**src/rtl/ibex_cheri_cap_access_seq.sv**
```systemverilog
// Splits one 64-bit capability load/store (plus tag) into two in-order 32-bit bus beats.
// Optional IBEX_CHERI_CAP_ALIGN_CHECK_EN: misaligned requests answer at once with misalign_o.
module ibex_cheri_cap_access_seq #(
   parameter bit          AbortOnCheriExc = 1'b1,
   parameter int unsigned CheriExcWidth   = 8
) (
   input  logic                     clk_i,
   input  logic                     rst_i,
   input  logic                     req_i,
   output logic                     ready_o,
   input  logic                     we_i,
   input  logic [31:0]              addr_i,
   input  logic [63:0]              wdata_i,
   input  logic                     wtag_i,
   output logic                     resp_valid_o,
   output logic [63:0]              rdata_o,
   output logic                     rtag_o,
   output logic                     bus_err_o,
   output logic [CheriExcWidth-1:0] cheri_exc_o,
   output logic                     data_req_o,
   input  logic                     data_gnt_i,
   input  logic                     data_rvalid_i,
   input  logic                     data_err_i,
   input  logic [31:0]              data_rdata_i,
   input  logic                     data_rtag_i,
   output logic [31:0]              data_addr_o,
   output logic                     data_we_o,
   output logic [3:0]               data_be_o,
   output logic [31:0]              data_wdata_o,
   output logic                     data_wtag_o,
   output logic [1:0]               data_type_o,
   output logic                     data_cap_o,
   output logic                     data_first_access_o,
   input  logic [CheriExcWidth-1:0] cheri_exc_i
`ifdef IBEX_CHERI_CAP_ALIGN_CHECK_EN
   ,
   output logic                     misalign_o
`endif
);

   typedef enum logic [2:0] {
      StIdle, StLoReq, StLoWait, StHiReq, StHiWait, StResp
   } state_e;

   state_e                   state_q, state_d;
   logic                     we_q, we_d;
   logic [28:0]              base_q, base_d;
   logic [63:0]              wdata_q, wdata_d;
   logic                     wtag_q, wtag_d;
   logic [63:0]              rdata_q, rdata_d;
   logic                     tag_q, tag_d;
   logic                     bus_err_q, bus_err_d;
   logic [CheriExcWidth-1:0] exc_q, exc_d;
   logic                     misalign_q, misalign_d;
   logic                     misaligned;
   logic                     lo_beat, hi_beat;

`ifdef IBEX_CHERI_CAP_ALIGN_CHECK_EN
   assign misaligned = |addr_i[2:0];
   assign misalign_o = misalign_q & (state_q == StResp);
`else
   logic unused_sig;
   assign misaligned = 1'b0;
   assign unused_sig = misalign_q ^ (^addr_i[2:0]);
`endif

   always_comb begin
      state_d    = state_q;
      we_d       = we_q;
      base_d     = base_q;
      wdata_d    = wdata_q;
      wtag_d     = wtag_q;
      rdata_d    = rdata_q;
      tag_d      = tag_q;
      bus_err_d  = bus_err_q;
      exc_d      = exc_q;
      misalign_d = misalign_q;
      unique case (state_q)
         StIdle: begin
            if (req_i) begin
               we_d       = we_i;
               base_d     = addr_i[31:3];
               wdata_d    = wdata_i;
               wtag_d     = wtag_i;
               tag_d      = 1'b0;
               bus_err_d  = 1'b0;
               exc_d      = '0;
               misalign_d = misaligned;
               state_d    = misaligned ? StResp : StLoReq;
            end
         end
         StLoReq: begin
            if (data_gnt_i) state_d = StLoWait;
         end
         StLoWait: begin
            if (data_rvalid_i) begin
               rdata_d[31:0] = data_rdata_i;
               tag_d         = data_rtag_i;
               bus_err_d     = bus_err_q | data_err_i;
               // Checker registered this at the low grant; it decides whether the high beat runs.
               exc_d         = cheri_exc_i;
               if ((AbortOnCheriExc && (|cheri_exc_i)) || data_err_i) begin
                  state_d = StResp;
               end else begin
                  state_d = StHiReq;
               end
            end
         end
         StHiReq: begin
            if (data_gnt_i) state_d = StHiWait;
         end
         StHiWait: begin
            if (data_rvalid_i) begin
               rdata_d[63:32] = data_rdata_i;
               tag_d          = tag_q & data_rtag_i;
               bus_err_d      = bus_err_q | data_err_i;
               state_d        = StResp;
            end
         end
         StResp: begin
            state_d = StIdle;
         end
         default: begin
            state_d = StIdle;
         end
      endcase
   end

   always_ff @(posedge clk_i) begin
      if (rst_i) begin
         state_q    <= StIdle;
         we_q       <= 1'b0;
         base_q     <= '0;
         wdata_q    <= '0;
         wtag_q     <= 1'b0;
         rdata_q    <= '0;
         tag_q      <= 1'b0;
         bus_err_q  <= 1'b0;
         exc_q      <= '0;
         misalign_q <= 1'b0;
      end else begin
         state_q    <= state_d;
         we_q       <= we_d;
         base_q     <= base_d;
         wdata_q    <= wdata_d;
         wtag_q     <= wtag_d;
         rdata_q    <= rdata_d;
         tag_q      <= tag_d;
         bus_err_q  <= bus_err_d;
         exc_q      <= exc_d;
         misalign_q <= misalign_d;
      end
   end

   assign lo_beat = (state_q == StLoReq);
   assign hi_beat = (state_q == StHiReq);

   assign ready_o             = (state_q == StIdle);
   assign resp_valid_o        = (state_q == StResp);
   assign data_req_o          = lo_beat | hi_beat;
   assign data_addr_o         = data_req_o ? {base_q, hi_beat, 2'b00} : 32'h0;
   assign data_wdata_o        = lo_beat ? wdata_q[31:0] : (hi_beat ? wdata_q[63:32] : 32'h0);
   assign data_we_o           = data_req_o & we_q;
   assign data_wtag_o         = data_req_o & wtag_q;
   assign data_first_access_o = lo_beat;
   assign data_be_o           = 4'hF;
   assign data_type_o         = 2'b11;
   assign data_cap_o          = 1'b1;

   assign rdata_o     = rdata_q;
   // A tag is only meaningful for a clean load.
   assign rtag_o      = tag_q & ~we_q & ~bus_err_q & ~(|exc_q);
   assign bus_err_o   = bus_err_q;
   assign cheri_exc_o = exc_q;

endmodule

```
**config.mk**
```make
export PLATFORM = sky130hd
export DESIGN_NAME = ibex_cheri_cap_access_seq
export DESIGN_NICKNAME = d
export VERILOG_FILES = /design/src/rtl/ibex_cheri_cap_access_seq.sv
export SDC_FILE = /design/constraint.sdc
export NUM_CORES = 1
export LEC_CHECK = 0
export ABC_AREA = 1
export ABC_CLOCK_PERIOD_IN_PS = 3300
export CAP_MARGIN = 40
export CORE_UTILIZATION = 45
export DETAILED_ROUTE_END_ITERATION = 8
export PLACE_DENSITY_LB_ADDON = 0.05
export SLEW_MARGIN = 25
export SYNTH_ARGS = -nofsm -noshare
export SYNTH_HDL_FRONTEND = slang
export SYNTH_SLANG_ARGS = --single-unit
```
**constraint.sdc**
```tcl
create_clock -name clk_i -period 3.3 [get_ports clk_i]
set_clock_uncertainty 0.2 [all_clocks]
set_input_delay 0.66 -clock clk_i [delete_from_list [all_inputs] [get_ports clk_i]]
set_output_delay 0.66 -clock clk_i [all_outputs]
set_load 0.03 [all_outputs]
```
==> results.sh <==
export IMPL_synth_top_family_by_area="compound AO/OA/AOI/OAI gates"
export IMPL_numPlacedInstances=1302
export IMPL_worst_setup_path_end_kind="output port"
export IMPL_global_route_wire_length_before_repair_um=31600
export IMPL_yosys_warnings=0
export IMPL_grt_pass1_vias=6215
export IMPL_synth_compound_area_share_pct=23.6
export IMPL_gpl_final_weighted_congestion=0.843
export IMPL_worst_slew_pin_slew_ns=0.711
export IMPL_cts_max_path_buffers=2
export IMPL_proportion_of_layout_cells_with_a_drive_suffix_above_1_pct=7.38
export IMPL_drtIter0Drc=410
export IMPL_data_arrival_critical_path_ns=2.28
export IMPL_cellInternalPower_mw=4.25
export IMPL_fraction_of_synthesized_area_in_multiplexers_pct=0
export IMPL_cts_inserted_buffers=17
export IMPL_count_of_input_and_output_buffers=283
export IMPL_synthesis_area_per_instance_um2=7.59
export IMPL_antenna_found_initial=0
export IMPL_most_frequent_standard_cell_in_the_layout_excluding_fill_and_tap_cells="sky130_fd_sc_hd__clkdlybuf4s50_1"
export IMPL_grt_total_usage_pct=25.5
export IMPL_min_period_over_period_pct=95.2
export IMPL_area_delta_synth_final_pct=51.7
export IMPL_post_cts_setup_buffer_count=0
export IMPL_min_path_type="reg -> reg"
export IMPL_die_h_um=124
export IMPL_final_max_slew_violation_count=0
export IMPL_p_seq_share_pct=39.5
export IMPL_postSynthRegisterBits=172
export IMPL_layout_setup_ws_ns=0.159
export IMPL_postPlaceCellArea_um2=9580
export IMPL_critPathRequiredTime_ns=2.44
export IMPL_rsz0062_at_grt="no"
export IMPL_tritoncts_clock_tree="done"
export IMPL_clk_lat_worst_skew_ns=0.42
export IMPL_ios=296
export IMPL_synthXorXnorAreaFrac_pct=0
export IMPL_power_static_leakage_nw=3.99
export IMPL_cts_root_buf="sky130_fd_sc_hd__clkbuf_16"
export IMPL_switching_power_mw=1.94
export IMPL_run_status="finished, final reports clean"
export IMPL_floorplan_initialDensity_pct=46.3
export IMPL_final_hold_viol_count=0
export IMPL_sequential_cell_area_fraction_in_the_yosys_report_pct=51.2
export IMPL_max_cap_violations=0
export IMPL_largest_net_degree_at_the_start_of_global_routing=99
export IMPL_part_of_the_total_power_dissipated_in_combinational_logic_pct=27.6
export IMPL_drt_pass1_iterations=4
export IMPL_detail_route_antenna_nets=0
export IMPL_yosys_area_share_adder_pct=0
export IMPL_core_area_um2=14500
export IMPL_worstPathMaxFanout=10
export IMPL_drt_wirelength_per_cell_um=14.6
export IMPL_numClockSinks=172
export IMPL_final_area_um2=10200
export IMPL_antenna_cells=0
export IMPL_synthSimpleGateAreaFrac_pct=13.2
export IMPL_period_minus_slack_ns=3.14
export IMPL_final_util_pct=70.2
export IMPL_via_per_inst=4.99
export IMPL_cts_hold_buf=0
export IMPL_postRouteWirelength_um=19500
export IMPL_layout_common_cells="sky130_fd_sc_hd__clkdlybuf4s50_1 (258), sky130_fd_sc_hd__dfxtp_1 (172), sky130_fd_sc_hd__a21oi_1 (141), sky130_fd_sc_hd__nor2_1 (111), sky130_fd_sc_hd__inv_1 (110)"
export IMPL_report_final_setup_viol=0
export IMPL_max_clock_freq_mhz=318
export IMPL_synth_lib_cells_used_distinct=25
export IMPL_post_dp_hpwl_um=13400
export IMPL_dp_worst_setup_slack_ns=0.441
export IMPL_grt_overflow_total=0
export IMPL_clock_tree_htree_level_count=4
export IMPL_post_layout_instance_count_excluding_filler_cells=1335
export IMPL_num_nets_final=1283
export IMPL_via_count_of_the_routed_design=6661
export IMPL_synth_area_um2=6720
export IMPL_placementRows=44
export IMPL_share_clk_of_total_power_pct=32.9
export IMPL_vdd_ir_drop_max_v=0.000355
export IMPL_dieWidth_um=124
export IMPL_pwr_density_cell_nw_per_um2=606
export IMPL_floorplan_die_area_um2=15400
export IMPL_switching_share_pct=31.4
export IMPL_slew_limit_headroom_pct=52.6
export IMPL_start_kind="flop"
export IMPL_drc=0
export IMPL_cts_clk_slew_worst_paths_ns=0.06
export IMPL_synthesis_instances=886
export IMPL_worstSetupPathType="reg -> out"
==> flip-flops by register name, indices dropped and copies added (netlist names) <==
signal,count
cheri_exc_o,8
tag_q,1
wdata_q,64
base_q,29
we_q,1
state_q,3
bus_err_o,1
rdata_o,64
wtag_q,1
==> synth_stat cells <==
library cell | n | area (um^2)
sky130_fd_sc_hd__clkbuf_2 | 1 | 5.00
sky130_fd_sc_hd__inv_2 | 4 | 15.0
sky130_fd_sc_hd__nor3_1 | 2 | 10.0
sky130_fd_sc_hd__clkbuf_1 | 29 | 109
sky130_fd_sc_hd__nand2_1 | 53 | 199
sky130_fd_sc_hd__conb_1 | 2 | 7.51
sky130_fd_sc_hd__and3_1 | 1 | 6.26
sky130_fd_sc_hd__nand2_2 | 2 | 12.5
sky130_fd_sc_hd__a21oi_1 | 141 | 706
sky130_fd_sc_hd__buf_1 | 2 | 7.51
sky130_fd_sc_hd__buf_4 | 11 | 82.6
sky130_fd_sc_hd__buf_2 | 31 | 155
sky130_fd_sc_hd__o21ai_1 | 99 | 495
sky130_fd_sc_hd__nor2_2 | 2 | 12.5
sky130_fd_sc_hd__inv_1 | 111 | 417
sky130_fd_sc_hd__nand3_1 | 36 | 180
sky130_fd_sc_hd__nand4_1 | 1 | 6.26
sky130_fd_sc_hd__o21bai_1 | 1 | 7.51
sky130_fd_sc_hd__nor4_1 | 2 | 12.5
sky130_fd_sc_hd__nor2_1 | 111 | 417
sky130_fd_sc_hd__o21ai_0 | 36 | 180
sky130_fd_sc_hd__o22ai_1 | 32 | 200
sky130_fd_sc_hd__dfxtp_1 | 172 | 3440
sky130_fd_sc_hd__nor2_4 | 3 | 33.8
sky130_fd_sc_hd__clkinv_1 | 1 | 3.75
==> final timing paths <==
check	start	end	slack, ns	cells after the start
min reg2reg	wdata_q[8]	wdata_q[8]	0.25	2
max reg2reg	state_q[1]	wdata_q[62]	1.29	7
max	state_q[0]	data_first_access_o	0.16	6
min	wdata_q[8]	wdata_q[8]	0.25	2
==> power groups by stage <==
stage	clock, mW	combinational [mW]	sequential, mW
6_report	2.04	1.71	2.44
3_3_place_gp	0	1.68	2.48
2_1_floorplan	0	0.947	2.59
3_5_place_dp	0	1.69	2.49
4_1_cts	2.07	1.70	2.44
5_1_grt	2.17	1.86	2.47
==> worst max-delay path, cell delays in order, from the launching register on <==
cell and delay (ns):
sky130_fd_sc_hd__dfxtp_1 0.36, sky130_fd_sc_hd__inv_1 0.09, sky130_fd_sc_hd__nor2_2 0.21, sky130_fd_sc_hd__nand2_2 0.23, sky130_fd_sc_hd__buf_4 0.25, sky130_fd_sc_hd__inv_1 0.05, sky130_fd_sc_hd__clkdlybuf4s50_1 0.67
==> layout make-up <==
class / instances / area, um^2
clock inverter: 11 / 143
inverter: 116 / 442
clock buffer: 21 / 460
timing repair buffer: 300 / 2970
multi-input combinational: 531 / 2520
fill: 1229 / 4330
tap: 184 / 230
sequential: 172 / 3440
==> layer usage <==
layer	track usage, %	wire length [um]	up-vias
li1	-	-	3398
met4	12.3	658	0
met3	7.80	1400	42
met1	31.8	8500	3013
met5	0	0	-
met2	39.9	8980	208
==> through the flow <==
stage                     hold slack [ns]  TNS, ns  total power, mW
after floorplan                     0.229        0             3.54
after global placement              0.239        0             4.16
after global routing                0.262        0             6.50
after CTS                           0.254  -0.0609             6.22
final                               0.252        0             6.19
after detailed placement            0.242        0             4.18
==> repair_timing <==
action	in CTS	in global routing
gates resized for setup	0	3
pin swaps	0	0
endpoints found under the setup margin	4	9
==> logic make-up after synthesis <==
group           Yosys count
compound gates          309
buf+inv                 190
flops                   172
other cells               2
simple gates            213
No activity file was read; power rests on OpenSTA's default activity.
